### config.mk
export PLATFORM = sky130hd
export DESIGN_NAME = hub_nport
export DESIGN_NICKNAME = d
export VERILOG_FILES = /design/src/rtl/hub_pkg.sv /design/src/rtl/hub_frame_fifo.sv /design/src/rtl/hub_nport.sv
export SDC_FILE = /design/constraint.sdc
export NUM_CORES = 2
export LEC_CHECK = 0
export BUFFER_PORTS_ARGS = -buffer_cell sky130_fd_sc_hd__buf_4
export CAP_MARGIN = 10
export CORE_MARGIN = 5
export CORE_UTILIZATION = 57
export CTS_CLUSTER_DIAMETER = 50
export DETAILED_ROUTE_END_ITERATION = 10
export GPL_ROUTABILITY_DRIVEN = 0
export GPL_TIMING_DRIVEN = 0
export HOLD_SLACK_MARGIN = 0.06
export PLACE_DENSITY = 0.76
export SLEW_MARGIN = 10
export SYNTH_ARGS = -nofsm -noshare
export SYNTH_HDL_FRONTEND = slang
export SYNTH_HIERARCHICAL = 1
export SYNTH_SLANG_ARGS = --single-unit
export TNS_END_PERCENT = 5
### constraint.sdc
create_clock -name clk -period 3.9 [get_ports clk]
set_input_delay 0 -clock clk [delete_from_list [all_inputs] [get_ports clk]]
set_output_delay 0 -clock clk [all_outputs]
set_load 0.01 [all_outputs]
### src/rtl/hub_pkg.sv
// Shared types and width helpers for the N-port repeater hub.
package hub_pkg;

  typedef enum logic {
    IDLE = 1'b0,
    XMIT = 1'b1
  } state_e;

  // Pointer width carries one extra wrap bit so full and empty can be told apart.
  function automatic int ptr_w(input int depth);
    return $clog2(depth) + 1;
  endfunction

  function automatic int port_w(input int ports);
    return (ports > 1) ? $clog2(ports) : 1;
  endfunction

endpackage

### src/rtl/hub_frame_fifo.sv
// Store-and-forward frame FIFO for one hub port. Bytes are written speculatively and
// committed on the last byte, or rolled back when the frame overflowed.
module hub_frame_fifo
  import hub_pkg::*;
#(
  parameter int DATA_W     = 8,
  parameter int FIFO_DEPTH = 64
) (
  input  logic              clk,
  input  logic              reset,
  input  logic              wr_valid_i,
  input  logic [DATA_W-1:0] wr_data_i,
  input  logic              wr_last_i,
  input  logic              rd_pop_i,
  output logic [DATA_W-1:0] rd_data_o,
  output logic              rd_last_o,
  output logic              has_frame_o,
  output logic              drop_pulse_o
);

  localparam int PTR_W  = ptr_w(FIFO_DEPTH);
  localparam int ADDR_W = PTR_W - 1;

  logic [DATA_W:0]   mem_q [FIFO_DEPTH];
  logic [DATA_W:0]   rd_word_q;
  logic [PTR_W-1:0]  wr_ptr_q, wr_ptr_d;
  logic [PTR_W-1:0]  cmt_ptr_q, cmt_ptr_d;
  logic [PTR_W-1:0]  rd_ptr_q, rd_ptr_d;
  logic [PTR_W-1:0]  cnt_q, cnt_d;
  logic              drop_q, drop_d;
  logic              pulse_q, pulse_d;
  logic              wr_en, commit, full;

  // Occupancy counts the uncommitted tail, so a runaway frame cannot eat committed data.
  assign full = (wr_ptr_q - rd_ptr_q) == PTR_W'(FIFO_DEPTH);

  always_comb begin
    wr_ptr_d  = wr_ptr_q;
    cmt_ptr_d = cmt_ptr_q;
    drop_d    = drop_q;
    pulse_d   = 1'b0;
    wr_en     = 1'b0;
    commit    = 1'b0;
    if (wr_valid_i) begin
      if (drop_q || full) begin
        if (wr_last_i) begin
          wr_ptr_d = cmt_ptr_q;
          drop_d   = 1'b0;
          pulse_d  = 1'b1;
        end else begin
          drop_d = 1'b1;
        end
      end else begin
        wr_en    = 1'b1;
        wr_ptr_d = wr_ptr_q + PTR_W'(1);
        if (wr_last_i) begin
          cmt_ptr_d = wr_ptr_q + PTR_W'(1);
          commit    = 1'b1;
        end
      end
    end
    rd_ptr_d = rd_ptr_q + PTR_W'(rd_pop_i);
    cnt_d    = cnt_q + PTR_W'(commit) - PTR_W'(rd_pop_i & rd_word_q[DATA_W]);
  end

  always_ff @(posedge clk) begin
    if (reset) begin
      wr_ptr_q  <= '0;
      cmt_ptr_q <= '0;
      rd_ptr_q  <= '0;
      cnt_q     <= '0;
      drop_q    <= 1'b0;
      pulse_q   <= 1'b0;
    end else begin
      wr_ptr_q  <= wr_ptr_d;
      cmt_ptr_q <= cmt_ptr_d;
      rd_ptr_q  <= rd_ptr_d;
      cnt_q     <= cnt_d;
      drop_q    <= drop_d;
      pulse_q   <= pulse_d;
    end
  end

  // Read register prefetches the next head; it is only consumed once a frame is committed.
  always_ff @(posedge clk) begin
    if (wr_en) begin
      mem_q[wr_ptr_q[ADDR_W-1:0]] <= {wr_last_i, wr_data_i};
    end
    rd_word_q <= mem_q[rd_ptr_d[ADDR_W-1:0]];
  end

  assign rd_data_o    = rd_word_q[DATA_W-1:0];
  assign rd_last_o    = rd_word_q[DATA_W];
  assign has_frame_o  = (cnt_q != '0);
  assign drop_pulse_o = pulse_q;

endmodule

### src/rtl/hub_nport.sv
// N-port repeater hub: round-robin picks one buffered frame and repeats it in lockstep
// to every port except its source.
module hub_nport
  import hub_pkg::*;
#(
  parameter int NUM_PORTS  = 4,
  parameter int DATA_W     = 8,
  parameter int FIFO_DEPTH = 64
) (
  input  logic                        clk,
  input  logic                        reset,
  input  logic [NUM_PORTS*DATA_W-1:0] rx_data,
  input  logic [NUM_PORTS-1:0]        rx_valid,
  input  logic [NUM_PORTS-1:0]        rx_last,
  output logic [NUM_PORTS*DATA_W-1:0] tx_data,
  output logic [NUM_PORTS-1:0]        tx_valid,
  output logic [NUM_PORTS-1:0]        tx_last,
  input  logic [NUM_PORTS-1:0]        tx_ready,
  output logic [NUM_PORTS-1:0]        drop_pulse
);

  localparam int PORT_W = port_w(NUM_PORTS);

  state_e              state_q;
  logic [PORT_W-1:0]   src_q, rr_q, grant_idx, rr_next;
  logic                grant_found;
  int                  idx;
  logic [NUM_PORTS-1:0] has_frame, head_last_v, src_mask, fifo_pop;
  logic [DATA_W-1:0]   head_data_a [NUM_PORTS];
  logic [DATA_W-1:0]   head_data;
  logic                head_last, xmit, pop;

  assign xmit      = (state_q == XMIT);
  assign src_mask  = NUM_PORTS'(1) << src_q;
  assign head_data = head_data_a[src_q];
  assign head_last = head_last_v[src_q];
  // The byte advances only when every destination can take it, keeping ports in lockstep.
  assign pop       = xmit & (&(tx_ready | src_mask));

  generate
    for (genvar gi = 0; gi < NUM_PORTS; gi++) begin : g_port
      hub_frame_fifo #(
        .DATA_W     (DATA_W),
        .FIFO_DEPTH (FIFO_DEPTH)
      ) u_fifo (
        .clk          (clk),
        .reset        (reset),
        .wr_valid_i   (rx_valid[gi]),
        .wr_data_i    (rx_data[gi*DATA_W +: DATA_W]),
        .wr_last_i    (rx_last[gi]),
        .rd_pop_i     (fifo_pop[gi]),
        .rd_data_o    (head_data_a[gi]),
        .rd_last_o    (head_last_v[gi]),
        .has_frame_o  (has_frame[gi]),
        .drop_pulse_o (drop_pulse[gi])
      );
      assign fifo_pop[gi]                   = pop & src_mask[gi];
      assign tx_valid[gi]                   = xmit & ~src_mask[gi];
      assign tx_last[gi]                    = xmit & ~src_mask[gi] & head_last;
      assign tx_data[gi*DATA_W +: DATA_W]   = xmit ? head_data : '0;
    end
  endgenerate

  always_comb begin
    grant_found = 1'b0;
    grant_idx   = '0;
    idx         = 0;
    for (int i = 0; i < NUM_PORTS; i++) begin
      idx = int'(rr_q) + i;
      if (idx >= NUM_PORTS) idx = idx - NUM_PORTS;
      if (!grant_found && has_frame[idx]) begin
        grant_found = 1'b1;
        grant_idx   = PORT_W'(idx);
      end
    end
    rr_next = (int'(grant_idx) == NUM_PORTS - 1) ? '0 : grant_idx + PORT_W'(1);
  end

  always_ff @(posedge clk) begin
    if (reset) begin
      state_q <= IDLE;
      src_q   <= '0;
      rr_q    <= '0;
    end else begin
      case (state_q)
        IDLE: begin
          if (grant_found) begin
            src_q   <= grant_idx;
            rr_q    <= rr_next;
            state_q <= XMIT;
          end
        end
        XMIT: begin
          if (pop && head_last) state_q <= IDLE;
        end
        default: state_q <= IDLE;
      endcase
    end
  end

endmodule

==> metrics.txt <==
crit path time final=slightly above 4 ns; Pint=47.1 mW; CTS buffer count=approximately 240; Net Sw Frac=25.3%; largest net degree at the start of global routing=around 70; Via density=around 6.6; sequential power share=between 40% and 50%; syn avg cell area=between 20 and 25 um^2; I/O Pins=90; CP startpoint kind=register; relative slew slack=around a fifth; Comb power frac=roughly 15%; clk_lat worst skew=~0.86 ns; measured slew at the worst slew-check pin=roughly 1.2 ns; worst reg2reg endpoint=g_port[0].u_fifo/mem_q[47][7]$_DFFE_PP_; clk buf depth=3; CP required=~4.4 ns; hold depth=3; final setup vio count=394; Seq/Total Area, Yosys=74.3%; layout cells sized above 1=a little under a third; Net Count, Synth=approximately 4700; Reg clk slew, reported paths=approximately 0.060 ns; dpl ws=-2.17 ns; VDD IR max=just over 0.5 mV; DIE HEIGHT=423 um; Pleak=~35 nW; Initial DRC Count=about 6600; worst hold margin=0.148 ns; power share of the clock group=between 30% and 40%; clock sink total=2465; WL per Instance=31.1 um; Final Hold Fails=0; violated checks=negative setup slack; fin area=between 100000 and 150000 um^2; Post-DRT Antenna Nets=0; Worst Clk Skew=0.0288 ns; Remaining Overflow, GRT=0; f_max=0.244 GHz; critical path class=reg2reg; Yosys cell types=74; die area=179000 um^2; #FFs+latches synth=about 2500; period utilization=105%; DRC=0; YS warnings=6; first-pass GRT wire length=approximately 340000 um; fin worst setup slack=-0.200 ns; Main synth FF type=edfxtp_1; area fraction of the dominant cell type after synthesis=71.0%; Worst Hold End=src_q[0]$_SDFFE_PP0P_; area delta synth->final=15.0%; CP arrival=4.58 ns; Core ar.=between 150000 and 200000 um^2; port bufs=just under 90; vias in the first global route=49286; initial antenna violation count=12; crit-path max FO=10; cell count after synthesis=4573; CTS tree=built; nets=~5100; sw power=roughly 16 mW; Final Max Slew Viols=0; H-tree level count=4; row cnt=between 150 and 200; placed instance area=about 100000 um^2; Die X-Extent=around 420 um; # fillers=approximately 10000; ys async rst share=0%; status=complete, but fails checks; max-cap violations=0; critical path capture point type=register; RSZ-0062 raised after global routing=yes; Hold WC Path Type=in2reg; Post-synth EDFFs=around 2300; first drt pass iteration count=8; Routed WL=roughly 230000 um; GRT Total Usage=about 26%; Netlist Area Pre-Place=about 97000 um^2; Initial Util=around 57%; hpwl dp=137000 um; register-to-register setup slack=-0.20 ns; clock tree root driver cell=clkbuf_16; dominant cell type by area after synthesis=edfxtp_1; worst r2r path cells=8; Pwr Density=~560 nW/um^2; hold path start=reset; Area contributors post-synth=edfxtp_1 (71%), mux4_2 (18%), dfxtp_1 (3.3%); vias=a little under 50000; reg2reg start=g_port[0].u_fifo/rd_ptr_q[3]$_SDFF_PP0_
## Yosys cell counts, types with 7 or more instances
| master | count |
|---|---|
| nor3_1 | 27 |
| a31oi_1 | 11 |
| buf_2 | 59 |
| nand3_1 | 61 |
| a311oi_1 | 12 |
| nor3b_1 | 9 |
| nor2_1 | 364 |
| o21a_1 | 7 |
| o21ai_0 | 28 |
| ha_1 | 73 |
| mux2i_1 | 14 |
| or3_1 | 7 |
| dfxtp_1 | 161 |
| buf_6 | 26 |
| and2_1 | 15 |
| xnor2_1 | 41 |
| clkbuf_1 | 117 |
| edfxtp_1 | 2304 |
| o2111ai_1 | 7 |
| buf_4 | 25 |
| nand4_1 | 13 |
| nor2b_1 | 27 |
| nand2_1 | 59 |
| nand4b_1 | 8 |
| and3_1 | 8 |
| a21oi_1 | 61 |
| inv_1 | 91 |
| o32ai_1 | 8 |
| a21o_1 | 12 |
| xor2_1 | 22 |
| mux4_2 | 763 |
| a211oi_1 | 22 |
| nand2b_1 | 15 |
## registers in the layout (all words and copies together) (netlist names)
register,flops
g_port.u_fifo/mem_q,2304
g_port.u_fifo/rd_word_q,36
g_port.u_fifo/cmt_ptr_q,28
g_port.u_fifo/cnt_q,28
g_port.u_fifo/rd_ptr_q,28
g_port.u_fifo/wr_ptr_q,28
g_port.u_fifo/drop_pulse_o,4
g_port.u_fifo/drop_q,4
rr_q,2
src_q,2
state_q,1
## power groups by stage
stage	sequential, mW	combinational (mW)	clock [mW]
global route	30.4	10.3	24.5
finish	30.3	9.70	23.0
CTS	30.3	9.26	23.3
detailed placement	30.8	8.59	0
floorplan	30.6	5.65	0
global placement	30.8	8.41	0
## per-layer routing
layer / part of all wire, % / track usage (%) / up-vias
met4: 4.0 / 9.03 / 8
li1: - / - / 19935
met5: 0.026 / 0 / -
met1: 37 / 36.4 / 25768
met3: 9.5 / 4.68 / 500
met2: 49 / 41.6 / 2818
## cells by family after synthesis
group	after synthesis	synth area share, %
flops	2465	74.3
mux	781	17.8
simple gates	643	3.04
buf+inv	323	1.63
compound gates	217	1.51
fa+ha+maj	77	1.02
xor+xnor	67	0.633
## per-stage QoR
step	utilization, %	TNS (ns)	power [mW]	instances
4_1_cts	65.8	-17.27	62.9	7421
5_1_grt	66.0	-106.94	65.2	7429
2_1_floorplan	-	0	36.3	4573
3_5_place_dp	59.5	-102.71	39.4	6878
3_3_place_gp	59.4	-78.03	39.2	6878
6_report	66.0	-32.12	63.0	7432
## layout by cell type, fill, tap and decap left out, types with 23 or more instances in the layout
cell and n:
edfxtp_1 2304, mux4_2 764, nor2_1 282, clkbuf_16 244, buf_4 166, dfxtp_1 143
clkbuf_1 92, inv_1 85, nor2_2 74, nand3_1 61, a21oi_1 59, nand2_1 58
ha_1 55, buf_12 47, dlygate4sd3_1 47, clkbuf_8 43, clkinv_1 37, xnor2_1 33
clkinv_2 31, nor2b_1 27, clkbuf_2 25, o21ai_0 24, bufinv_16 23
## cell type report
cell class / count / area [um^2] / area share (%)
antenna: 4 / 10.0 / 0.00893
buffer: 225 / 2210 / 1.98
clock buffer: 308 / 6440 / 5.75
clock inverter: 133 / 1440 / 1.28
inverter: 92 / 348 / 0.310
multi-input combinational: 1785 / 24200 / 21.6
sequential: 2465 / 72400 / 64.7
tap: 2218 / 2780 / 2.48
timing repair buffer: 202 / 2180 / 1.94
## how the worst max path moves through the flow
| stage | start | slack [ns] | to |
|---|---|---|---|
| after floorplan | g_port[1].u_fifo/rd_ptr_q[2]$_SDFF_PP0_ | 0.004 | g_port[1].u_fifo/cnt_q[6]$_SDFF_PP0_ |
| after global placement | src_q[0]$_SDFFE_PP0P_ | -2.17 | g_port[3].u_fifo/rd_word_q[5]$_DFF_P_ |
| after detailed placement | src_q[0]$_SDFFE_PP0P_ | -2.17 | g_port[3].u_fifo/rd_word_q[5]$_DFF_P_ |
| after CTS | g_port[2].u_fifo/rd_ptr_q[3]$_SDFF_PP0_ | -0.22 | g_port[2].u_fifo/cnt_q[6]$_SDFF_PP0_ |
| after global routing | g_port[0].u_fifo/rd_ptr_q[3]$_SDFF_PP0_ | -0.34 | g_port[0].u_fifo/mem_q[31][7]$_DFFE_PP_ |
| final | g_port[0].u_fifo/rd_ptr_q[3]$_SDFF_PP0_ | -0.20 | g_port[0].u_fifo/mem_q[47][7]$_DFFE_PP_ |
## worst max-delay path: stages (launching register included)
cell and delay [ns]:
dfxtp_1 0.36, inv_1 0.14, ha_1 0.37, and4_1 0.19
o21ai_0 0.11, nand4_1 0.24, a31oi_2 0.69, nand4b_1 0.69
nor2_1 0.92
## timing repair
item,in CTS,in global routing
hold endpoints to repair,2404,0
gates cloned,17,0
pin swaps,20,17
hold buffers,47,0
gates resized for setup,417,110
buffers inserted,43,8
setup endpoints to repair,649,1517
Power figures use the tool's default switching activity.
